### config.mk
export PLATFORM = sky130hd
export DESIGN_NAME = fetch_sequencer
export DESIGN_NICKNAME = d
export VERILOG_FILES = /design/src/rtl/fetch_sequencer.sv
export SDC_FILE = /design/constraint.sdc
export NUM_CORES = 1
export LEC_CHECK = 0
export CORE_MARGIN = 2
export CORE_UTILIZATION = 40
export DETAILED_ROUTE_END_ITERATION = 8
export PLACE_DENSITY = 0.77
export REMOVE_ABC_BUFFERS = 1
export SYNTH_ARGS = -nofsm -noshare
export SYNTH_HDL_FRONTEND = slang
export SYNTH_SLANG_ARGS = --single-unit
### constraint.sdc
create_clock -name clk -period 3.4 [get_ports clk]
set_clock_uncertainty 0.2 [all_clocks]
set_input_delay 1.02 -clock clk [delete_from_list [all_inputs] [get_ports clk]]
set_output_delay 1.02 -clock clk [all_outputs]
set_load 0.01 [all_outputs]
### src/rtl/fetch_sequencer.sv
// ============================================================================
// Module   : fetch_sequencer
// Brief    : Owns PC and IR, fetches opcodes from instruction memory and steps
//            the EXEC / MEM / HALT phases from the decoder's state_control.
// Revision : 1.0 - initial release
// ============================================================================
`default_nettype none

module fetch_sequencer #(
    parameter int              PC_W     = 4,
    parameter logic [PC_W-1:0] RESET_PC = '0
) (
    input  logic            clk,
    input  logic            rst,
    output logic            imem_req,
    output logic [PC_W-1:0] imem_addr,
    input  logic            imem_valid,
    input  logic [7:0]      imem_data,
    output logic [7:0]      opcode,
    output logic            opcode_valid,
    input  logic [1:0]      state_control,
    input  logic            branch_en,
    input  logic [PC_W-1:0] branch_target,
    input  logic            resume,
    output logic            exec_en,
    output logic            mem_phase,
    output logic            mem_write,
    output logic            halted,
    output logic [PC_W-1:0] pc
);

    localparam logic [2:0] ST_RST   = 3'd0;
    localparam logic [2:0] ST_FETCH = 3'd1;
    localparam logic [2:0] ST_EXEC  = 3'd2;
    localparam logic [2:0] ST_MEM   = 3'd3;
    localparam logic [2:0] ST_HALT  = 3'd4;

    localparam logic [1:0] SC_SINGLE = 2'b00;
    localparam logic [1:0] SC_HALT   = 2'b11;
    localparam logic [1:0] SC_WRITE  = 2'b10;

    logic [2:0]      state_q, state_d;
    logic [PC_W-1:0] pc_q, pc_d;
    logic [7:0]      ir_q, ir_d;
    logic [1:0]      sc_q, sc_d;

    // State register together with the PC / IR / latched decoder response.
    always_ff @(posedge clk or posedge rst) begin
        if (rst) begin
            state_q <= ST_RST;
            pc_q    <= RESET_PC;
            ir_q    <= 8'h00;
            sc_q    <= 2'b00;
        end else begin
            state_q <= state_d;
            pc_q    <= pc_d;
            ir_q    <= ir_d;
            sc_q    <= sc_d;
        end
    end

    // Next-state and datapath update.
    always_comb begin
        state_d = state_q;
        pc_d    = pc_q;
        ir_d    = ir_q;
        sc_d    = sc_q;
        case (state_q)
            ST_RST: begin
                state_d = ST_FETCH;
            end
            ST_FETCH: begin
                if (imem_valid) begin
                    ir_d    = imem_data;
                    pc_d    = pc_q + PC_W'(1);
                    state_d = ST_EXEC;
                end
            end
            ST_EXEC: begin
                sc_d = state_control;
                // A taken branch replaces the increment made during the fetch.
                if (branch_en) begin
                    pc_d = branch_target;
                end
                if (state_control == SC_SINGLE) begin
                    state_d = ST_FETCH;
                end else if (state_control == SC_HALT) begin
                    state_d = ST_HALT;
                end else begin
                    state_d = ST_MEM;
                end
            end
            ST_MEM: begin
                state_d = ST_FETCH;
            end
            ST_HALT: begin
                if (resume) begin
                    state_d = ST_FETCH;
                end
            end
            default: begin
                state_d = ST_RST;
            end
        endcase
    end

    // Outputs decode from registered state only.
    always_comb begin
        imem_req     = 1'b0;
        opcode_valid = 1'b0;
        exec_en      = 1'b0;
        mem_phase    = 1'b0;
        mem_write    = 1'b0;
        halted       = 1'b0;
        case (state_q)
            ST_FETCH: begin
                imem_req = 1'b1;
            end
            ST_EXEC: begin
                exec_en      = 1'b1;
                opcode_valid = 1'b1;
            end
            ST_MEM: begin
                mem_phase    = 1'b1;
                opcode_valid = 1'b1;
                mem_write    = (sc_q == SC_WRITE);
            end
            ST_HALT: begin
                halted = 1'b1;
            end
            default: begin
                imem_req = 1'b0;
            end
        endcase
    end

    assign imem_addr = pc_q;
    assign pc        = pc_q;
    assign opcode    = ir_q;

endmodule

`default_nettype wire

# ---- Word-level counts from Yosys, hierarchy flattened
# Index checks and enable logic that the tools add are counted.
dict set report op_classes {
  mux 14
  n_eq_ne 9
  add_sub_neg 1
  reduce_logical 8
}
# cell n
set ops {}
lappend ops {{two-way mux 3 bit} 4}
lappend ops {{one-hot mux 3 bit (4 select lines)} 1}
lappend ops {{two-way mux 4 bit} 2}
lappend ops {{one-hot mux 4 bit (2 select lines)} 1}
lappend ops {{equality test 3 x 2 -> 1 bit, second input constant} 2}
lappend ops {{two-way mux 1 bit} 6}
lappend ops {{!= test 2 bit, second input constant} 3}
lappend ops {{adder 4 x 1 -> 4 bit, second input constant} 1}
lappend ops {{equality test 2 bit, second input constant} 2}
lappend ops {{AND reduction 2 bit} 2}
lappend ops {{OR reduction 2 bit} 2}
lappend ops {{equality test 3 x 1 -> 1 bit, second input constant} 1}
lappend ops {{equality test 3 bit, second input constant} 1}
lappend ops {{logical NOT 3 bit} 1}
lappend ops {{AND reduction 3 bit} 1}
lappend ops {{logical NOT 2 bit} 1}
lappend ops {{nonzero test 2 bit} 1}
dict set report word_totals {
  elab_cells 36
  register_bits 17
  output_inout_bits 22
  in_bits 19
}

# ---- Longest topological paths before layout
# Gate-level depths: netlist of run 1.
dict set report logic_depth {
  ltp_word 4
  ltp_mapped 5
  mapped_depth_nobuf 3
}

# ---- Least setup slack after synthesis of run 1
# Ideal clock, no wire load.
dict set report synth_timing {
  kind {reg-to-output}
  from {reg state_q[2]}
  to {out mem_write}
  t_arrival_ns 0.989
  required_time_ns 2.180
  setup_slack_ns 1.191
  stages_incl_launch_ff 4
  n_path_buf 1
  cell_sequence {dfrtp_1 > buf_4 > and3b_1 > and3b_1}
}
dict set report synth_between {
  elab_chain_len 2
}
# element line_no
set synth_rtl {}
lappend synth_rtl {{from (decl)} 42} ;# logic [2:0] state_q, state_d;
lappend synth_rtl {{from (signal assigned)} 55} ;# state_q <= state_d;
lappend synth_rtl {{equality test 3 x 2 -> 1 bit} 115} ;# case (state_q)
lappend synth_rtl {{two-way mux 1 bit} 115}
lappend synth_rtl {{to (decl)} 27} ;# output logic mem_write,
# No other way between the ends.

# ---- Worst setup path in the final report of run 1
dict set report layout_timing {
  from {reg state_q[1]}
  to {out exec_en}
}
dict set report layout_between {
  elab_chain_len 2
}
# element line_no
set layout_rtl {}
lappend layout_rtl {{equality test 3 x 2 -> 1 bit} 115}
lappend layout_rtl {{two-way mux 1 bit} 115}
lappend layout_rtl {{to (decl)} 25} ;# output logic exec_en,
# No other way between the ends.

==> run metrics, run 1 <==
Layout Utilization 60.5%; Critical Path Fanout Max 11; RSZ-0062 raised after global routing no; Layout Nets 148; synthesis-to-layout area growth 42.7%; cells after synthesis 89; FF+latch count, synth 17; antenna viol nets, final 0; Distinct cells, synth 30; crit path time final 3.03 ns; Max transition margin 57.6%; TritonRoute pass-1 iters 4; first-pass GRT wire length 3220 um; setup TNS 0 ns; number of global-route vias before repair 734; Initial Utilization 42.4%; final count of negative-setup-slack endpoints 0; CTS tree built; slowest stage cell, crit path dfrtp_1; CTS resizes 0; HPWL after detailed placement 1420 um; Hold Buf Count CTS 0; number of vias per cell 5.05; synth cell count leaders nand2_1 (25), dfrtp_1 (17), buf_4 (5); final hold viol count 0; ys async rst share 100%; Via Count 773; routability cong. 0.781; HP Class reg -> reg; Critical Path RT 2.18 ns; CP arrival 1.81 ns; full die area 0.00275 mm2; Peak VDD IR 470 uV; ranking of synthesized cells by area dfrtp_1 (45%), nand2_1 (10%), buf_4 (4.0%), ha_1 (4.0%), nand4bb_4 (2.9%); total CTS buffers 3; CP top delay family buffers and inverters; Least-Margin Pin Slew 0.635 ns; area of the mapped netlist 937 um2; Setup Fix Bufs, Post-CTS 0; Fmax achieved 330 MHz; antenna violations before repair 0; max-cap check violation count 0; Buffers & Inverters on Critical Path 2; dominant cell type by area after synthesis dfrtp_1; gr usage total 16.1%; Root Driver clkbuf_4; buffers added on ports 40; crit start category register; initial DRC count 9; Power Density 819 mW/mm2; grt ovf 0; htree depth 1; core area 0.00221 mm2; CTS sink cnt 17; Crit path largest cell delay 0.55 ns; most frequent cell after synthesis nand2_1; routed len/inst 12.4 um; leakage power 0.000585 uW; largest net degree at the start of global routing 18; Crit. path cell count 3; Rows 17; area share of the largest cell type after synthesis 45.4%; Hold Path Depth 2; Reg clk slew, reported paths 0.10 ns; Top FF cell, synth dfrtp_1; layout cells sized above 1 11.2%; Final Cycle Share 89.2%; DRC viols 0; sequential-to-total area share from yosys stat 45.4%; Crit. End Element primary output; DIE HEIGHT 52.4 um; Max Root-Sink Buffers 2; worst hold slack 0.282 ns; warnings from Yosys 0; routed wire length 1890 um; syn avg cell area 10.5 um2; max-slew violations 0; R2R depth 3; IO Pins 41; EDFF count, synth 0; Clk Latency, worst-skew pair 0.29 ns; outcome finished, final reports clean; critical path, cell by cell nor3b_4 -> buf_4 -> clkdlybuf4s50_1; Ant. Diodes 0; chip width 52.4 um; critical path type reg -> out
[per-stage QoR]
| stage | cell area [um2] | setup WS (ns) | power, uW | std cells |
|---|---|---|---|---|
| after floorplan | 867 | 1.21 | 680 | 80 |
| after global placement | 1310 | 0.653 | 981 | 149 |
| after detailed placement | 1310 | 0.646 | 997 | 149 |
| after CTS | 1340 | 0.353 | 1110 | 153 |
| after global routing | 1340 | 0.255 | 1180 | 153 |
| final | 1340 | 0.367 | 1100 | 153 |
[tightest hold or removal path: stages (launching register included)]
cell	delay (ns)
dfrtp_1	0.36
nand2_1	0.05
nand2_1	0.05
[power breakdown]
| group | total [uW] | internal (uW) | leakage (uW) | switching (uW) |
|---|---|---|---|---|
| clock network | 108 | 43.7 | 0.0000177 | 64.4 |
| registers | 394 | 296 | 0.000205 | 98.2 |
| logic | 594 | 360 | 0.000363 | 233 |
[layer usage]
| metal | vias up | GRT usage [%] | share of wire, % |
|---|---|---|---|
| met3 | 2 | 3.43 | 6.5 |
| met5 | - | 0 | 0 |
| met2 | 26 | 27.5 | 50 |
| met1 | 375 | 19.0 | 42 |
| met4 | 0 | 7.69 | 0.85 |
| li1 | 370 | - | - |
[kinds of logic after synthesis]
group           Yosys count  synth area share, %
compound gates           12                 12.4
fa+ha+maj                 3                 4.01
buf+inv                  13                 9.08
flops                    17                 45.4
mux                       2                 2.40
simple gates             42                 26.7
[cell type report]
| cell class | count | area, um2 |
|---|---|---|
| repair buffers | 41 | 408 |
| flip-flops and latches | 17 | 425 |
| clock inverters | 1 | 5.00 |
| inverters | 4 | 15.0 |
| clock buffers | 3 | 22.5 |
| multi-input cells | 59 | 427 |
| well taps | 28 | 35.0 |
| fillers | 211 | 875 |
[worst paths after layout]
path,endpoint,from,slack (ns)
setup / recovery,exec_en,state_q[1]$_DFFE_PP0P_,0.37
hold / removal,opcode[6]$_DFFE_PP0P_,opcode[6]$_DFFE_PP0P_,0.28
setup reg to reg,imem_addr[3]$_DFFE_PP0P_,state_q[1]$_DFFE_PP0P_,1.53
hold reg to reg,opcode[6]$_DFFE_PP0P_,opcode[6]$_DFFE_PP0P_,0.28
max in group asynchronous,opcode[6]$_DFFE_PP0P_,rst,1.69
min in group asynchronous,imem_addr[1]$_DFFE_PP0P_,rst,0.90
[state kept, by name, indices dropped and copies added (netlist names)]
name       cells
opcode         8
imem_addr      4
state_q        3
sc_q           2
[cell usage in the layout, fill, tap and decap left out, types with 2 or more instances in the layout]
cell type / count
clkdlybuf4s50_1: 40
nand2_1: 25
dfrtp_1: 17
inv_1: 4
nor3b_1: 3
ha_1: 3
clkbuf_4: 3
and3_1: 2
nand3_1: 2
and3b_1: 2
nor2b_1: 2
o21ai_0: 2
mux2_2: 2
Note: power is estimated with default switching activity, not from simulation.
==> run 2: changes to the inputs <==
CTS_BUF_LIST = sky130_fd_sc_hd__clkbuf_2 sky130_fd_sc_hd__clkbuf_4 sky130_fd_sc_hd__clkbuf_8   (was default)
==> results of run 2 <==
Final layout, timing and power as in run 1 (identical DEF).
==> run 3: changes to the inputs <==
--- a/constraint.sdc
+++ b/constraint.sdc
@@ -4,2 +4,2 @@
 set_output_delay 1.02 -clock clk [all_outputs]
-set_load 0.01 [all_outputs]
+set_load 0.005 [all_outputs]
==> run 3 against run 2 <==
Net effect:
- maximum frequency fell by 2.0%
- via count fell by 1.0%
- sequential power barely moved
- first-iteration DRC count rose by 11%
- non-clock buffer count fell by 1
- combinational power fell by 8.9%
- sequential share of layout area rose by 0.18 points
- critical path depth fell by 1
- critical path type unchanged
- largest cell class unchanged
==> run metrics, run 3 (synthesized netlist as in run 1, its figures left out) <==
Reg clk slew, reported paths 0.10 ns (about the same); Critical Path RT 2.18 ns (about the same); antenna viol nets, final 0 (unchanged); core area 0.00221 mm2 (unchanged); buffers added on ports 40 (unchanged); antenna violations before repair 0 (unchanged); crit path time final 3.09 ns (was 3.03 ns); Sw Ratio 33.4% (was 36.1%); crit start category register (unchanged); number of global-route vias before repair 731 (was 734); chip width 52.4 um (unchanged); CP arrival 1.87 ns (was 1.81 ns); Final Cycle Share 91.0% (was 89.2%); M3 GR Usage 3.43% (unchanged); most frequent cells in the layout clkdlybuf4s50_1 (40), nand2_1 (25), dfrtp_1 (17) (unchanged); FF+latch area 425 um2 (unchanged); Hold Buf Count CTS 0 (unchanged); max-slew violations 0 (unchanged); routed wire length 1910 um (was 1890 um); most common cell after layout, fill and taps aside clkdlybuf4s50_1 (unchanged); RSZ-0062 raised after global routing no (unchanged); placed cells 148 (was 149); Power Density 784 mW/mm2 (was 819 mW/mm2); leakage power 0.000580 uW (was 0.000585 uW); Critical Path Fanout Max 11 (unchanged); HPWL after detailed placement 1450 um (was 1420 um); Ant. Diodes 0 (unchanged); layer with the highest usage met2 (unchanged); Fmax achieved 323 MHz (was 330 MHz); R2R depth 3 (unchanged); final count of negative-setup-slack endpoints 0 (unchanged); area of the multi-input gates 427 um2 (unchanged); Max Root-Sink Buffers 2 (unchanged); R2R Setup Slk 1.51 ns (was 1.53 ns); RR Endpoint imem_addr[3]$_DFFE_PP0P_ (unchanged); DRC viols 0 (unchanged); initial DRC count 10 (was 9); htree depth 1 (unchanged); Worst R2R Start state_q[1]$_DFFE_PP0P_ (unchanged); Setup Fix Bufs, Post-CTS 0 (unchanged); critical path type reg -> out (unchanged); Crit. End Element primary output (unchanged); met1 Usage GRT 18.8% (was 19.0%); routed len/inst 12.5 um (was 12.4 um); dpl ws 0.613 ns (was 0.646 ns); cell-internal power 695 uW (was 700 uW); synthesis-to-layout area growth 41.9% (was 42.7%); total CTS buffers 3 (unchanged); CTS tree built (unchanged); IO Pins 41 (unchanged); CTS sink cnt 17 (unchanged); largest net degree at the start of global routing 18 (unchanged); grt ovf 0 (unchanged); final hold viol count 0 (unchanged); Reg power frac 37.6% (was 36.0%); Initial Utilization 42.4% (unchanged); M2 GR Usage 26.0% (was 27.5%); full die area 0.00275 mm2 (unchanged); HP Class reg -> reg (unchanged); Clk pwr share 10.5% (was 9.9%); Setup crit start state_q[1]$_DFFE_PP0P_ (unchanged); Critical path destination exec_en (unchanged); number of vias per cell 5.03 (was 5.05); DIE HEIGHT 52.4 um (unchanged); outcome finished, final reports clean (unchanged); layout cells sized above 1 10.5% (was 11.2%); CTS resizes 0 (unchanged); setup TNS 0 ns (unchanged); Least-Margin Pin Slew 0.659 ns (was 0.635 ns); power share of the combinational group 51.8% (was 54.2%); P_sw 348 uW (was 396 uW); Rows 17 (unchanged); Peak VDD IR 478 uV (was 470 uV); Layout Nets 147 (was 148); max reg flops 8 (unchanged); PnR worst setup slack 0.305 ns (was 0.367 ns); Clk Latency, worst-skew pair 0.29 ns (about the same); max-cap check violation count 0 (unchanged); Max transition margin 56.0% (was 57.6%); first-pass GRT wire length 3130 um (was 3220 um); Finished Layout Cells 152 (was 153); TritonRoute pass-1 iters 2 (was 4); Root Driver clkbuf_4 (unchanged); Fillers 205 (was 211); Via Count 765 (was 773); routability cong. 0.800 (was 0.781); gr usage total 15.8% (was 16.1%)
[run 3: final cells by class]
type                    instances  area share (%)
clock buffers                   3            1.69
repair buffers                 40            30.1
well taps                      28            2.63
flip-flops and latches         17            32.0
inverters                       4            1.13
clock inverters                 1           0.376
multi-input cells              59            32.1
[run 3: power by group through the flow]
stage	Clock (uW)	Sequential [uW]	Combinational (uW)
global placement	0	392	538
finish	110	393	541
CTS	115	393	551
floorplan	0	391	243
global route	127	407	593
detailed placement	0	398	547
[run 3: worst max-delay path: stages, from the launching register on]
cell and delay, ns:
dfrtp_1 0.55, nor3b_4 0.45, clkdlybuf4s50_1 0.58
[run 3: worst min path at each step]
stage | startpoint | end | slack, ns | cells after the start
final | opcode[1]$_DFFE_PP0P_ | opcode[1]$_DFFE_PP0P_ | 0.29 | 2
after global routing | opcode[5]$_DFFE_PP0P_ | opcode[5]$_DFFE_PP0P_ | 0.31 | 2
after CTS | opcode[1]$_DFFE_PP0P_ | opcode[1]$_DFFE_PP0P_ | 0.29 | 2
after detailed placement | opcode[1]$_DFFE_PP0P_ | opcode[1]$_DFFE_PP0P_ | 0.27 | 2
after global placement | opcode[6]$_DFFE_PP0P_ | opcode[6]$_DFFE_PP0P_ | 0.26 | 2
after floorplan | opcode[0]$_DFFE_PP0P_ | opcode[0]$_DFFE_PP0P_ | 0.27 | 2
[run 3: metrics by stage]
stage          hold slack [ns]  total power (uW)  area [um2]  utilization, %
5_1_grt                  0.314              1130        1330            60.1
6_report                 0.287              1040        1330            60.1
2_1_floorplan            0.270               634         867               -
4_1_cts                  0.291              1060        1330            60.1
3_5_place_dp             0.266               945        1300            58.9
3_3_place_gp             0.263               930        1300            58.9
[run 3: per-layer routing]
layer	wire, um	up-vias
met5	0	-
met4	30	0
met3	100	4
met2	935	26
met1	839	365
li1	-	370
